### config.mk
export PLATFORM = sky130hd
export DESIGN_NAME = piso_mem_reader
export DESIGN_NICKNAME = d
export VERILOG_FILES = /design/src/rtl/piso_pkg.sv /design/src/rtl/piso_idx_counter.sv /design/src/rtl/piso_mem_reader.sv
export SDC_FILE = /design/constraint.sdc
export NUM_CORES = 1
export LEC_CHECK = 0
export CAP_MARGIN = 10
export CORE_MARGIN = 4
export CORE_UTILIZATION = 45
export DETAILED_ROUTE_END_ITERATION = 16
export PLACE_DENSITY = 0.78
export SYNTH_ARGS = -nofsm -noshare
export SYNTH_HDL_FRONTEND = slang
export SYNTH_HIERARCHICAL = 1
export SYNTH_SLANG_ARGS = --single-unit
### constraint.sdc
create_clock -name clk -period 1.5 [get_ports clk]
set_input_delay 0.375 -clock clk [delete_from_list [all_inputs] [get_ports clk]]
set_output_delay 0.375 -clock clk [all_outputs]
set_load 0.05 [all_outputs]
### src/rtl/piso_pkg.sv
// Shared types and helpers for the parallel-in serial-out frame reader.
package piso_pkg;

  typedef enum logic {IDLE, SEND} piso_state_t;

  // Width of the word index. Never narrower than one bit, so a single-word
  // frame still has a legal index port.
  function automatic int idx_w(input int n);
    return (n > 1) ? $clog2(n) : 1;
  endfunction

endpackage

### src/rtl/piso_idx_counter.sv
// Word index counter for piso_mem_reader. It loads a start value when a
// frame is captured and steps once per accepted word. tc flags the final
// word of the frame. After the final transfer the counter returns to 0.
// Direction is selected at build time: with PISO_REVERSE_EN defined it
// counts down from NINPUTS-1 to 0; otherwise it counts up from 0.
module piso_idx_counter #(
  parameter int NINPUTS = 4,
  parameter int IW      = 2
) (
  input  logic          clk,
  input  logic          rst,
  input  logic          load,
  input  logic          en,
  output logic [IW-1:0] idx,
  output logic          tc
);

`ifdef PISO_REVERSE_EN
  localparam logic [IW-1:0] START = IW'(NINPUTS - 1);
  localparam logic [IW-1:0] TERM  = '0;
`else
  localparam logic [IW-1:0] START = '0;
  localparam logic [IW-1:0] TERM  = IW'(NINPUTS - 1);
`endif

  assign tc = (idx == TERM);

  // idx: load on capture, step on transfer, return to 0 after the last word
  always_ff @(posedge clk) begin
    if (rst) begin
      idx <= '0;
    end else if (load) begin
      idx <= START;
    end else if (en) begin
      if (tc) begin
        idx <= '0;
      end else begin
`ifdef PISO_REVERSE_EN
        idx <= idx - IW'(1);
`else
        idx <= idx + IW'(1);
`endif
      end
    end
  end

endmodule

### src/rtl/piso_mem_reader.sv
// Parallel-in serial-out frame reader. It captures NINPUTS words in one
// cycle. It then streams them out one word per valid/ready transfer.
// The optional macro PISO_REVERSE_EN emits the words highest index first.
// out_idx always reports the true buffer index.
module piso_mem_reader
  import piso_pkg::*;
#(
  parameter int IWIDTH  = 8,
  parameter int NINPUTS = 4
) (
  input  logic                              clk,
  input  logic                              rst,
  input  logic                              in_valid,
  output logic                              in_ready,
  input  logic [IWIDTH-1:0]                 in [NINPUTS-1:0],
  output logic                              out_valid,
  input  logic                              out_ready,
  output logic [IWIDTH-1:0]                 out,
  output logic [piso_pkg::idx_w(NINPUTS)-1:0] out_idx,
  output logic                              out_last,
  output logic                              busy
);

  localparam int IW = idx_w(NINPUTS);

  piso_state_t       state;
  logic [IWIDTH-1:0] word_buf [NINPUTS-1:0];
  logic [IW-1:0]     idx;
  logic              tc;
  logic              capture;
  logic              xfer;

  assign in_ready  = (state == IDLE) && !rst;
  assign capture   = in_valid && in_ready;
  assign out_valid = (state == SEND);
  assign busy      = (state == SEND);
  assign xfer      = out_valid && out_ready;
  assign out       = (state == SEND) ? word_buf[idx] : '0;
  assign out_idx   = idx;
  assign out_last  = (state == SEND) && tc;

  piso_idx_counter #(
    .NINPUTS (NINPUTS),
    .IW      (IW)
  ) u_idx (
    .clk  (clk),
    .rst  (rst),
    .load (capture),
    .en   (xfer),
    .idx  (idx),
    .tc   (tc)
  );

  // Frame FSM: capture the whole bank in IDLE, then hold it until the last word leaves
  always_ff @(posedge clk) begin
    if (rst) begin
      state    <= IDLE;
      word_buf <= '{default: '0};
    end else begin
      case (state)
        IDLE: begin
          if (in_valid) begin
            word_buf <= in;
            state    <= SEND;
          end
        end
        SEND: begin
          if (out_ready && tc) begin
            state <= IDLE;
          end
        end
        default: state <= IDLE;
      endcase
    end
  end

endmodule

==> results of run 1 <==
[power by group through the flow]
stage          clock network [uW]  logic, uW  registers (uW)
3_3_place_gp                    0        459            1030
5_1_grt                       627        537            1040
3_5_place_dp                    0        468            1030
2_1_floorplan                   0        251            1040
6_report                      576        502            1030
4_1_cts                       591        491            1030
[registers in the layout, indices dropped and copies added (netlist names)]
signal     flops
word_buf      32
u_idx/idx      2
busy           1
[final cells by class]
class / instances / area [um^2] / share of cell area
Multi-Input combinational cell: 136 / 1030 / 0.380
Timing Repair Buffer: 68 / 848 / 0.312
Sequential cell: 35 / 709 / 0.261
Clock buffer: 8 / 68.8 / 0.0253
Tap cell: 46 / 57.6 / 0.0212
[synth_stat cells (all sizes together)]
library cell   n  share of area
a211oi         2          0.013
or3b           1         0.0056
and2           2         0.0097
nor2           3         0.0073
o22ai          8          0.032
nor2b          1         0.0040
buf           13          0.071
ha             1         0.0081
dfxtp         35           0.45
clkbuf         3         0.0073
nor3           1         0.0032
a21oi         32           0.11
nand2         65           0.16
nand2b         3          0.012
mux2i         17           0.11
[metal layers]
metal  up-vias  routed length, um  part of all wire
met5         -                  0                 0
met4         0                 38            0.0092
met3         5                195             0.047
met2        40               2150              0.52
met1       656               1760              0.43
li1        742                  -                 -
[repair_timing]
| action | CTS | global route |
|---|---|---|
| buffers inserted | 1 | 2 |
| hold endpoints to repair | 0 | 0 |
| resized for setup | 24 | 4 |
| setup endpoints to repair | 10 | 11 |
| pin swaps | 5 | 3 |
| hold buffers | 0 | 0 |
[cells by family (layout without fill, tap and decap cells)]
family / count (synthesis) / in the layout / synth area share
adder cells (fa/ha/maj): 1 / 1 / 0.00806
AO/OA/AOI/OAI: 42 / 42 / 0.153
multiplexers: 17 / 17 / 0.110
AND/OR/NAND/NOR: 76 / 76 / 0.199
buffers and inverters: 16 / 76 / 0.0782
flip-flops: 35 / 35 / 0.452
[worst max path at each step]
stage                         to
floorplan                 out[4]
global placement    u_idx/idx[0]
detailed placement  u_idx/idx[0]
CTS                       out[6]
global route              out[4]
finish                    out[3]
[per-stage QoR]
stage               utilization  instances
floorplan                     -        187
global placement          0.737        282
detailed placement        0.737        282
CTS                       0.805        291
global route              0.814        293
finish                    0.814        293
[critical path, delay by kind of cell (launching register included)]
kind                   cells  cell delay [ns]
buffers and inverters      2             0.31
muxes                      1             0.26
DFF                        1             0.42
AOI/OAI and AO/OA          1             0.11
==> results, run 1 <==
- The detailed-route wire length per cell is 14.1 um.
- The source of the critical timing path is u_idx/idx[1].
- The final max-slew violation count is 0.
- The count of maximum capacitance violations is 0.
- Of the total power, the share spent switching nets is 0.276.
- The clock-pin slew on the worst setup and hold paths is 0.10 ns.
- The area after detailed placement is 2460 um^2.
- The design draws 2110 uW.
- The distinct cell type count after synthesis is 21.
- The final antenna diode count is 0.
- The most crowded layer after global routing is met2.
- The accumulated negative setup slack is -2.62 ns.
- The clock network power share is 0.273.
- The cell count after synthesis came out at 187.
- The clock reaches the later pin of the worst-skew pair after 0.32 ns.
- The relative slew slack is 0.807.
- The initial antenna violation count came to 0.
- The post-detailed-route via-to-cell ratio is 4.92.
- The via count of the first global-routing pass is 1460.
- The run finished, with violations left.
- The total die area is 4450 um^2.
- For this design the top-level I/O count stands at 50.
- From bottom edge to top edge, the die measures 66.7 um.
- The HPWL after detailed placement is 2.76 mm.
- The period utilization is 1.20.
- The synthesized cell area is 1550 um^2.
- Final hold analysis gives a worst-case slack of 0.461 ns.
- The startpoint-to-endpoint class of the critical path is register to primary output.
- The number of H-tree levels is 2.
- The most frequent standard cell in the layout excluding fill and tap cells is nand2_1.
- The buffer type at the clock tree root is clkbuf_4.
- In the global route stage, met1 resource usage came out at 0.250.
- After synthesis, the mean cell area works out to 8.30 um^2.
- The share of total power dissipated in sequential elements is 0.489.
- The pre-antenna-repair detailed-routing pass consisted of 4 iterations.
- The global routing met2 resource utilization is 0.347.
- The clock tree from TritonCTS is built.
- For this configuration, the core starts out at a cell density of 0.465.
- In this run, synthesis produced a sequential element count of 35.
- TritonCTS created 5 clock buffers.
- The worst hold path belongs to the class input port to register.
- The maximum net fanout on the critical path is 5.
- The cell internal power dissipation is 1530 uW.
- The worst setup slack for register-to-register paths is 0.13 ns.
- The floorplan has 21 rows.
- The endpoint of the worst hold path is busy.
- The hold-critical path depth is 3.
- After global routing the overflow that remains totals 0.
- The post-detailed-route count of antenna-violating nets is 0.
- For this run, design rule violations remaining after detail routing come to 0.
- Dividing total power by cell area gives a power density of 777 nW/um^2.
- The worst reg2reg path endpoint is u_idx/idx[0].
- For this run, the slowest stage of the critical path takes 0.42 ns.
- The met3 track demand over resource in global routing is 0.0422.
- The worst-case clock skew is 0.00278 ns.
- After routing the design area is 2720 um^2.
- For this run, the total global-route usage over all layers was measured as 0.201.
- The first routing iteration left 116 violations.
- The maximum number of pins on one net before global-route repair is 33.
- The layout overhead on the synthesized area is 75.0%.
- The nature of the critical path startpoint is a register.
- The combinational fraction of design power is 0.238.
- Setup violations remaining at the end of the flow were counted as 10.
- In the layout the commonest cells are nand2_1, clkdlybuf4s50_1, dfxtp_1.
- During synthesis, Yosys emitted a total of 6 warnings.
- The final wirelength is 4.15 mm.
- Traced cell by cell, the critical path runs through buf_4, mux2i_2, o22ai_4, buf_12.
- The data arrival time of the worst path is 1.43 ns.
- The global-route wire length before repair is 6.78 mm.
- For the pin with the worst max-slew slack, the measured transition is 0.281 ns.
- The worst setup path is captured at a primary output.
- Summed over all nets, the switching power comes to 583 uW.
- The depth of the worst register-to-register path is 4.
- The post-layout net count is 283.
- The number of clock sinks is 35.
- The number of filler cells placed in the layout is 207.
- The share of the Yosys chip area taken by registers is 0.452.
- The number of hold violations in the final report is 0.
- In this run the tool buffered the top-level ports with 49 buffer cells.
- When the netlist entered floorplanning its net count stood at 224.
- The placeable core region is 3340 um^2.
- The worst register-to-register path begins at u_idx/idx[1].
- The congestion estimate from routability-driven global placement came to 0.778.
- For this run, the top clock speed supported by timing is 0.553 GHz.
- The reported leakage power is 0.000940 uW.
- The worst hold path begins at rst.
- In this run the horizontal extent of the chip is 66.7 um.
- The master of the slowest instance on the critical path is dfxtp_4.
- The worst-case IR drop observed on VDD is 719 uV.
- After layout, the minimum clock period comes to 1.81 ns.
- The worst slack after detailed placement is -0.119 ns.
- The ratio of cells with drive above 1 in the final layout is 0.304.
- The buffer depth of the longest clock path is 2.
- The checks that failed: negative setup slack.
- The setup slack after layout is -0.307 ns.
- The critical path data required time is 1.12 ns.
- Setup repair after global routing could not meet its margin everywhere.
- The total via count after detailed routing is 1443.
Power figures use the tool's default switching activity.
==> run 2, diff against run 1 <==
- ABC_AREA: not set -> 1
- MAX_ROUTING_LAYER: not set -> met4
- PLACE_DENSITY: 0.78 -> 0.76
==> run 2 against run 1 <==
  * The flow still finishes with violations (negative setup slack)
  * Synthesized area increased by 17%
  * Sequential cell count unchanged
  * Register-to-register slack improved by 0.08 ns
  * Critical endpoint is now out[0]
  * Global-route usage decreased by 0.92 points
  * Sequential share of layout area decreased by 1.4 points
  * Utilization decreased by 5.5 points
  * Sequential power about the same
  * Cell count increased by 13%
==> results, run 2 <==
- Status: complete, but fails checks (unchanged).
- Violated checks: negative setup slack (unchanged).
- Post-synth top cells: inv_1, nand2_1, dfxtp_1, a21oi_2, o21ai_2 (was nand2_1, dfxtp_1, a21oi_1, mux2i_1, o22ai_1).
- The ratio of cells with drive above 1 in the final layout was 0.452 (was 0.304).
- The distinct cell type count after synthesis is 19 (was 21).
- The sequential area share after synthesis is 0.385 (was 0.452).
- The total power divided by cell area is 922 nW/um^2 (was 777 nW/um^2).
- The global-route wire length before repair is 7.44 mm (was 6.78 mm).
- The all-layer global routing usage is 0.192 (was 0.201).
- The warning count from the yosys run came to 6 (unchanged).
- The maximum net fanout on the critical path came to 11 (was 5).
- The number of clock sinks was 35 (unchanged).
- The first-iteration detailed-routing DRC count is 72 (was 116).
- The number of standard cells after synthesis came to 227 (was 187).
- The period utilization was 1.14 (was 1.20).
- The register with the most flip-flops is word_buf (unchanged).
- The total via count after detailed routing is 1615 (was 1443).
- The buffer type at the clock tree root is clkbuf_8 (was clkbuf_4).
- The number of buffers inserted for hold repair after clock tree synthesis is 0 (unchanged).
- The final routed DRC violation total is 0 (unchanged).
- The number of buffers created by CTS was 5 (unchanged).
- The layout overhead on the synthesized area was 58.1% (was 75.0%).
- The kind of end point of the critical path was a primary output (unchanged).
- The number of H-tree levels is 2 (unchanged).
- The worst min-delay path class is register to register (was input port to register).
- The clock period minus final worst setup slack was 1.70 ns (was 1.81 ns).
- The most frequent standard cell in the layout excluding fill and tap cells is inv_1 (was nand2_1).
- The data arrival time of the worst path is 1.33 ns (was 1.43 ns).
- The worst-case vdd ir drop is 661 uV (was 719 uV).
- The height of the die is 71.6 um (was 66.7 um).
- The setup slack after layout was -0.204 ns (was -0.307 ns).
- The critical path data required time is 1.12 ns (about the same).
- The post-detailed-route count of antenna-violating nets is 0 (unchanged).
- The XOR/XNOR share of the synthesized area came to 0 (unchanged).
- The width of the die is 71.6 um (was 66.7 um).
- Largest cells by area after synthesis: dfxtp_1, a21oi_2, o21ai_2 (was dfxtp_1, nand2_1, mux2i_1).
- The first-pass detailed-route iteration total is 5 (was 4).
- The total die area came to 5130 um^2 (was 4450 um^2).
- The starting density of the core is 0.480 (was 0.465).
- The actual transition at the worst max-transition pin was 0.236 ns (was 0.281 ns).
- The relative slew slack was 0.841 (was 0.807).
- The final setup violation count is 9 (was 10).
- The final antenna diode count is 0 (unchanged).
- The simple-gate share of the synthesized area is 0.142 (was 0.199).
- The net count of the mapped netlist is 264 (was 224).
- The routability-driven placement congestion ratio is 0.796 (was 0.778).
- The synthesized cell area is 1820 um^2 (was 1550 um^2).
- The area after detailed placement is 2710 um^2 (was 2460 um^2).
- The post-detailed-route via-to-cell ratio is 4.88 (was 4.92).
- The HPWL after detailed placement is 3.30 mm (was 2.76 mm).
- The overflow left after global routing is 0 (unchanged).
- Most frequent cells in the layout: inv_1, clkdlybuf4s50_1, dfxtp_1 (was nand2_1, clkdlybuf4s50_1, dfxtp_1).
- The nature of the critical path startpoint is a register (unchanged).
- The reported leakage power was 0.00111 uW (was 0.000940 uW).
- The number of top-level design ports is 50 (unchanged).
- The detailed-route wire length per cell is 13.5 um (was 14.1 um).
- The count of port buffers added during placement is 49 (unchanged).
- The startpoint-to-endpoint class of the critical path is register to primary output (unchanged).
- The final instance area is 2880 um^2 (was 2720 um^2).
- The maximum number of pins on one net before global-route repair is 23 (was 33).
- The portion of synthesized cell area occupied by the leading cell type came to 0.385 (was 0.452).
- The via count of the first global-routing pass came to 1607 (was 1460).
- The final wirelength is 4.46 mm (was 4.15 mm).
- The master of the slowest instance on the critical path is dfxtp_4 (unchanged).
- The multiplexer area fraction after synthesis is 0 (was 0.110).
- The number of standard cells in the final layout excluding fillers is 331 (was 293).
- The placeable core region is 3800 um^2 (was 3340 um^2).
- The initial antenna violation count is 0 (unchanged).
- The buffer depth of the longest clock path is 2 (unchanged).
- The count of flip-flops with a built-in enable after synthesis is 0 (unchanged).
- Crit-path cells: buf_12, nand2_1, nand3_2, a21oi_4, buf_12 (was buf_4, mux2i_2, o22ai_4, buf_12).
- The most numerous cell type found on the critical path is buf_12.
- The flip-flop and latch count after synthesis is 35 (unchanged).
- The final max-slew violation count was 0 (unchanged).
- The row count was 22 (was 21).
- The most common flop cell mapped by yosys is dfxtp_1 (unchanged).
- The number of hold violations in the final report is 0 (unchanged).
- The adder and majority gate portion of the synthesized area is 0.00687 (was 0.00806).
- The clock tree from TritonCTS is built (unchanged).
- The clock-pin slew on the worst setup and hold paths is 0.07 ns (was 0.10 ns).
- Unrepaired setup endpoints after global routing: yes (unchanged).
- The combinational family with the most area after synthesis is compound AO/OA/AOI/OAI gates (was simple AND/OR/NAND/NOR gates).
- The maximum clock frequency is 0.587 GHz (was 0.553 GHz).
- The post-layout net count was 319 (was 283).
- The final core utilization was 0.758 (was 0.814).
- The stage delay of the slowest cell on the critical path is 0.39 ns (was 0.42 ns).
- The async set-reset flop share out of synthesis came to 0 (unchanged).
- The count of maximum capacitance violations is 0 (unchanged).
- The synthesized-area fraction occupied by ao, oa, aoi and oai cells is 0.307 (was 0.153).
- The worst-case clock skew came to 0.00845 ns (was 0.00278 ns).
- The cell type with the largest total area after synthesis is dfxtp_1 (unchanged).
- The post-synthesis area per instance was 8.03 um^2 (was 8.30 um^2).
- The clock latency on the worst-skew pair is 0.29 ns (was 0.32 ns).
- The cell total after placement is 321 (was 282).
- The number of flip-flops in the largest register is 32 (unchanged).
run 2: logic make-up after synthesis:
kind of cell / Yosys count
fa+ha+maj: 1
simple gates: 61
buf+inv: 55
flops: 35
compound gates: 75
run 2: timing repair:
item / CTS / global route
resized for setup: 6 / 6
gates cloned: 0 / 0
setup endpoints to repair: 10 / 10
buffers inserted: 2 / 0
pin swaps: 8 / 10
run 2: layer usage:
metal	global-route usage	vias to the layer above	wire [um]
met4	0.0772	0	81
li1	-	834	-
met5	-	-	0
met1	0.232	729	1930
met3	0.0407	8	217
met2	0.310	44	2230
run 2: critical path, delay by kind of cell, from the launching register on:
kind | cells | cell delay [ns]
AOI/OAI and AO/OA | 1 | 0.18
DFF | 1 | 0.39
and+or+nand+nor | 2 | 0.17
buffers and inverters | 2 | 0.30
run 2: final cells by class:
type	instances	area, um^2
multi-input cells	137	1020
repair buffers	63	810
well taps	48	60.1
flip-flops and latches	35	712
inverters	40	158
clock inverters	2	35.0
clock buffers	6	82.6
fillers	262	918
run 2: final timing paths:
check	start	end	slack (ns)	cells past startpoint
worst max register to register	busy	word_buf[20]	0.21	6
worst min-delay path	word_buf[31]	word_buf[31]	0.46	2
worst max-delay path	u_idx/idx[0]	out[0]	-0.20	5
worst min register to register	word_buf[31]	word_buf[31]	0.46	2
run 2: metrics by stage:
stage | total power (uW) | setup slack [ns] | hold slack, ns | setup TNS (ns)
after floorplan | 1500 | -0.125 | 0.429 | -0.984
after global placement | 1760 | -0.0499 | 0.440 | -0.130
after detailed placement | 1780 | -0.0622 | 0.447 | -0.572
after CTS | 2660 | -0.216 | 0.458 | -1.85
after global routing | 2760 | -0.272 | 0.476 | -2.24
final | 2650 | -0.204 | 0.456 | -1.70
run 2: where the power goes:
part / internal (uW) / leakage [uW] / switching [uW]
sequential: 1000 / 0.000292 / 32.3
clock: 538 / 0.0000612 / 343
combinational: 344 / 0.000753 / 398
total: 1880 / 0.00111 / 773
